<file path="src/rtl/sevenseg_pkg.sv">
// Shared types and constants for the seven-segment scanner and its decoder.
package sevenseg_pkg;

    typedef enum logic [1:0] {
        IDLE     = 2'd0,
        BLANKING = 2'd1,
        ON       = 2'd2
    } scan_state_t;

    typedef logic [3:0] bcd_t;

    localparam logic [6:0] SEG_BLANK = 7'b000_0000;

endpackage

</file>
<file path="src/rtl/sevenseg.sv">
// BCD to seven-segment decoder, active-high, bit6 = a .. bit0 = g; 10..15 blank.
module sevenseg
    import sevenseg_pkg::*;
(
    input  bcd_t       digit,
    output logic [6:0] seg
);

    always_comb begin
        case (digit)
            4'd0:    seg = 7'b1111110;
            4'd1:    seg = 7'b0110000;
            4'd2:    seg = 7'b1101101;
            4'd3:    seg = 7'b1111001;
            4'd4:    seg = 7'b0110011;
            4'd5:    seg = 7'b1011011;
            4'd6:    seg = 7'b1011111;
            4'd7:    seg = 7'b1110000;
            4'd8:    seg = 7'b1111111;
            4'd9:    seg = 7'b1111011;
            default: seg = SEG_BLANK;
        endcase
    end

endmodule

</file>
<file path="src/rtl/sevenseg_scanner.sv">
// Time-multiplexed BCD display driver with per-slot blanking and frame-boundary updates.
// Define SEVENSEG_LZB_EN to enable leading-zero blanking.
module sevenseg_scanner
    import sevenseg_pkg::*;
#(
    parameter int NDIGITS  = 4,
    parameter int PRESCALE = 50000,
    parameter int BLANK    = 16
) (
    input  logic                 clk,
    input  logic                 reset,
    input  logic                 enable,
    input  logic                 load_valid,
    input  logic [4*NDIGITS-1:0] load_data,
    output logic                 load_ready,
    output logic [6:0]           segments,
    output logic [NDIGITS-1:0]   digit_en,
    output logic                 frame_done
);

    localparam int CW = (PRESCALE > 1) ? $clog2(PRESCALE) : 1;
    localparam int IW = $clog2(NDIGITS);
    localparam logic [CW-1:0] CNT_LAST   = CW'(PRESCALE - 1);
    localparam logic [CW-1:0] BLANK_LAST = CW'((BLANK > 0) ? BLANK - 1 : 0);
    localparam logic [IW-1:0] IDX_LAST   = IW'(NDIGITS - 1);

    scan_state_t state, state_nxt;
    logic [IW-1:0] idx, idx_nxt;
    logic [CW-1:0] cnt, cnt_nxt;
    logic          wrap;

    bcd_t [NDIGITS-1:0] shadow;
    bcd_t [NDIGITS-1:0] pending;
    logic               pending_full;
    logic               commit;
    logic [6:0]         dec_seg;
    logic               lz_blank;

    always_ff @(posedge clk) begin
        if (reset) begin
            state <= IDLE;
            idx   <= '0;
            cnt   <= '0;
        end else begin
            state <= state_nxt;
            idx   <= idx_nxt;
            cnt   <= cnt_nxt;
        end
    end

    always_comb begin
        state_nxt = state;
        idx_nxt   = idx;
        cnt_nxt   = cnt;
        wrap      = 1'b0;
        if (!enable) begin
            state_nxt = IDLE;
            idx_nxt   = '0;
            cnt_nxt   = '0;
        end else begin
            case (state)
                IDLE: begin
                    idx_nxt   = '0;
                    cnt_nxt   = '0;
                    state_nxt = (BLANK == 0) ? ON : BLANKING;
                end
                BLANKING: begin
                    cnt_nxt = cnt + CW'(1);
                    if (cnt == BLANK_LAST)
                        state_nxt = ON;
                end
                ON: begin
                    if (cnt == CNT_LAST) begin
                        cnt_nxt   = '0;
                        state_nxt = (BLANK == 0) ? ON : BLANKING;
                        if (idx == IDX_LAST) begin
                            idx_nxt = '0;
                            wrap    = 1'b1;
                        end else begin
                            idx_nxt = idx + IW'(1);
                        end
                    end else begin
                        cnt_nxt = cnt + CW'(1);
                    end
                end
                default: begin
                    state_nxt = IDLE;
                    idx_nxt   = '0;
                    cnt_nxt   = '0;
                end
            endcase
        end
    end

    // commit requires pending_full, so it never coincides with an accepted handshake
    assign commit     = pending_full && ((state == IDLE) || wrap);
    assign load_ready = !pending_full;

    always_ff @(posedge clk) begin
        if (reset) begin
            pending_full <= 1'b0;
            shadow       <= {NDIGITS{4'hF}};
            frame_done   <= 1'b0;
        end else begin
            frame_done <= wrap;
            if (commit) begin
                shadow       <= pending;
                pending_full <= 1'b0;
            end else if (load_valid && !pending_full) begin
                pending      <= load_data;
                pending_full <= 1'b1;
            end
        end
    end

    sevenseg u_dec (
        .digit (shadow[idx]),
        .seg   (dec_seg)
    );

`ifdef SEVENSEG_LZB_EN
    logic [NDIGITS-1:0] zero_above;

    always_comb begin
        zero_above = '0;
        for (int i = 0; i < NDIGITS; i++) begin
            zero_above[i] = 1'b1;
            for (int j = i; j < NDIGITS; j++)
                if (shadow[j] != 4'd0)
                    zero_above[i] = 1'b0;
        end
    end

    assign lz_blank = (idx != '0) && zero_above[idx];
`else
    assign lz_blank = 1'b0;
`endif

    always_comb begin
        segments = SEG_BLANK;
        digit_en = '0;
        if (state == ON) begin
            digit_en = NDIGITS'(1) << idx;
            segments = lz_blank ? SEG_BLANK : dec_seg;
        end
    end

endmodule

</file>
<file path="config.mk">
export PLATFORM = sky130hd
export DESIGN_NAME = sevenseg_scanner
export DESIGN_NICKNAME = d
export VERILOG_FILES = /design/src/rtl/sevenseg_pkg.sv /design/src/rtl/sevenseg.sv /design/src/rtl/sevenseg_scanner.sv
export SDC_FILE = /design/constraint.sdc
export NUM_CORES = 1
export LEC_CHECK = 0
export ABC_AREA = 1
export CAP_MARGIN = 20
export CORE_MARGIN = 2
export CORE_UTILIZATION = 55
export CTS_BUF_LIST = sky130_fd_sc_hd__clkbuf_4 sky130_fd_sc_hd__clkbuf_8 sky130_fd_sc_hd__clkbuf_16
export CTS_CLUSTER_SIZE = 12
export DETAILED_ROUTE_END_ITERATION = 6
export PLACE_DENSITY = 0.84
export SYNTH_ARGS = -nofsm -noshare
export SYNTH_HDL_FRONTEND = slang
export SYNTH_SLANG_ARGS = --single-unit
</file>
<file path="constraint.sdc">
create_clock -name clk -period 2.07 [get_ports clk]
set_input_delay 0.414 -clock clk [delete_from_list [all_inputs] [get_ports clk]]
set_output_delay 0.414 -clock clk [all_outputs]
set_load 0.1 [all_outputs]
</file>
==> flow_summary.json <==
{
  "die_area_sq_mm": 0.005409,
  "finalSetupTns_ns": -1.538,
  "grt_usage": 0.2466,
  "stdcell_area_sq_mm": 0.003671,
  "r2r-end": "shadow[6]",
  "root_buffer": "clkbuf_8",
  "area_delta_synth_final_pct": 38.01,
  "required_ns": 1.66,
  "initialDrtViolationCount": 196,
  "clkLatencyLatePin_ns": 0.32,
  "ant_nets": 0,
  "path_max_fanout": 8,
  "cts_hold_buf": 0,
  "final.setup.worst_slack_ns": -0.2519,
  "port_buffers": 32,
  "yosysWarnings": 0,
  "antenna_found_initial": 0,
  "grt_overflow_total": 0,
  "gr-usage-met2": 0.4365,
  "place.gp.congestion": 0.8536,
  "max_cap_viol_count": 0,
  "die_width_microns": 73.55,
  "powerDensity_mw_per_mm2": 620.5,
  "grtUsageMet3": 0.05761,
  "crit_type": "reg2out",
  "cp-end-kind": "primary output",
  "yosys.cell_types.count": 29,
  "synth_nets": 367,
  "cp-start-kind": "flip-flop",
  "pre_cts_ws_ns": 0.01209,
  "hold_class": "reg2reg",
  "hold_depth": 1,
  "num_antenna_cells": 0,
  "ff2ff_path_depth": 9,
  "arrival_ns": 1.91,
  "grt_pass1_vias": 2192,
  "setup_viol_count_final": 7,
  "slew_headroom": 0.7763,
  "hold_ws_ns": 0.4608,
  "min_to": "cnt[0]",
  "grt_first_pass_wirelength_mm": 10.12,
  "vdd_drop_max_mv": 0.4968,
  "clockBufferDepth": 2,
  "grtUsageMet1": 0.2956,
  "grt_setup_unrepaired": "yes",
  "final_cell_mix": "nand2_1, nand3_1, nor2_1",
  "hpwl_mm": 4.023,
  "vias": 2452,
  "placed_cells": 417,
  "drc": 0,
  "numCtsBuffers": 5,
  "cts_tree": "yes",
  "final_nets": 415,
  "ys_seq_area_frac": 0.4666,
  "cts.sinks": 54,
  "skew_ns": 0.007573,
  "rrSetupSlack_ns": 0.37,
  "nFillCells": 273,
  "gr-max-usage-layer": "met2",
  "routed_via_density": 5.637,
  "core_sq_mm": 0.004692,
  "ioPinCount": 33,
  "timing.fmax_ghz": 0.4307,
  "drv_slew": 0,
  "finalPower_mw": 2.278,
  "final_hold_viol_count": 0,
  "tightest_slew_ns": 0.3356,
  "grt_max_degree": 20,
  "period_share": 1.122,
  "clk_pin_slew_ns": 0.10,
  "syn-cell-area_sq_mm": 0.002660,
  "cellLeakagePower_nw": 1.465,
  "synthCells": 332,
  "outcome": "finished with violations",
  "placed_area_sq_mm": 0.003267,
  "period_needed_ns": 2.322,
  "routedWlPerCell_microns": 15.27,
  "final_util": 0.7824,
  "ys_seq_elements": 54,
  "fin_cells": 435,
  "layout-drive-gt1-share": 0.2677,
  "layout_commonest_cell": "nand2_1",
  "avgSynthCellArea_sq_um": 8.012,
  "std_cell_rows": 25,
  "cts_max_level": 2,
  "start_util": 0.5669,
  "dr.pass1.iters": 6,
  "reg2reg_from": "state[0]",
  "hp-start": "cnt[0]",
  "routed_wl_mm": 6.643,
  "die_h_microns": 73.55,
  "violations": "negative setup slack"
}
## cell families after synthesis
family,Yosys count,synth area share
AOI/OAI and AO/OA,21,0.04327
adders and majority gates,15,0.07056
xor gates and xnor gates,9,0.02963
DFF,54,0.4666
and+or+nand+nor,194,0.3255
buffers and inverters,39,0.06444
## metal layers
layer / up-vias / share of wire / wire length [microns]
li1: 1163 / - / -
met1: 1140 / 0.39 / 2592
met2: 116 / 0.51 / 3393
met3: 33 / 0.061 / 406
met4: 0 / 0.038 / 250
met5: - / 0 / 0
## power by group
part           internal [mW]  switching, mW
Combinational          0.156          0.220
Sequential              1.13         0.0285
Clock                  0.369          0.372
## synthesized netlist by cell type
| cell | number | area (sq um) |
|---|---|---|
| a21oi_1 | 8 | 40.04 |
| buf_2 | 2 | 10.01 |
| buf_4 | 2 | 15.01 |
| buf_6 | 2 | 22.52 |
| clkbuf_1 | 2 | 7.510 |
| clkinv_1 | 2 | 7.510 |
| dfxtp_1 | 38 | 760.7 |
| edfxtp_1 | 16 | 480.5 |
| ha_1 | 15 | 187.7 |
| inv_1 | 28 | 105.1 |
| inv_2 | 1 | 3.750 |
| nand2_1 | 82 | 307.8 |
| nand2_2 | 3 | 18.77 |
| nand2_4 | 2 | 22.52 |
| nand3_1 | 47 | 235.2 |
| nand3_2 | 2 | 20.02 |
| nand3_4 | 1 | 17.52 |
| nand4_1 | 2 | 12.51 |
| nor2_1 | 48 | 180.2 |
| nor2_2 | 4 | 25.02 |
| nor2_4 | 1 | 11.26 |
| nor3_1 | 1 | 5.000 |
| nor3_2 | 1 | 10.01 |
| o211ai_1 | 1 | 7.510 |
| o21ai_0 | 6 | 30.03 |
| o21ai_1 | 3 | 15.01 |
| o21bai_1 | 3 | 22.52 |
| xnor2_1 | 2 | 17.52 |
| xor2_1 | 7 | 61.31 |
## critical path, cell delays in order (launching register included)
cell and delay [ns]:
dfxtp_4 0.43, inv_8 0.06, nand2_1 0.09, nand3_2 0.10, nand2_4 0.13, ha_4 0.16, inv_1 0.06, o21ai_2 0.13
nand2_2 0.09, a21oi_4 0.14, buf_12 0.19
## sequential cells by signal, summed over array words and instances, names as in the netlist
signal / count
shadow: 16
cnt: 16
state: 2
frame_done: 1
pending: 16
pending_full: 1
idx: 2
## repair_timing
| item | CTS | global route |
|---|---|---|
| setup endpoints to repair | 8 | 8 |
| pin swaps | 21 | 6 |
| setup buffers | 8 | 2 |
| resized for setup | 37 | 20 |
| gates cloned | 0 | 0 |
## worst max path at each step
| stage | from | endpoint | slack [ns] |
|---|---|---|---|
| floorplan | idx[0] | segments[2] | -0.02 |
| global placement | idx[0] | segments[2] | 0.08 |
| detailed placement | idx[0] | segments[2] | 0.01 |
| CTS | idx[0] | segments[1] | -0.15 |
| global route | idx[0] | segments[3] | -0.30 |
| finish | idx[0] | segments[2] | -0.25 |
## area by class of cell
| class | count | area (sq um) | share of cell area |
|---|---|---|---|
| Multi-Input combinational cell | 239 | 1516 | 0.4131 |
| Timing Repair Buffer | 49 | 584.3 | 0.1592 |
| Clock inverter | 3 | 47.55 | 0.01295 |
| Inverter | 31 | 137.6 | 0.03749 |
| Sequential cell | 54 | 1249 | 0.3402 |
| Clock buffer | 5 | 68.82 | 0.01875 |
| Tap cell | 54 | 67.56 | 0.01840 |
Power figures use the tool's default switching activity.
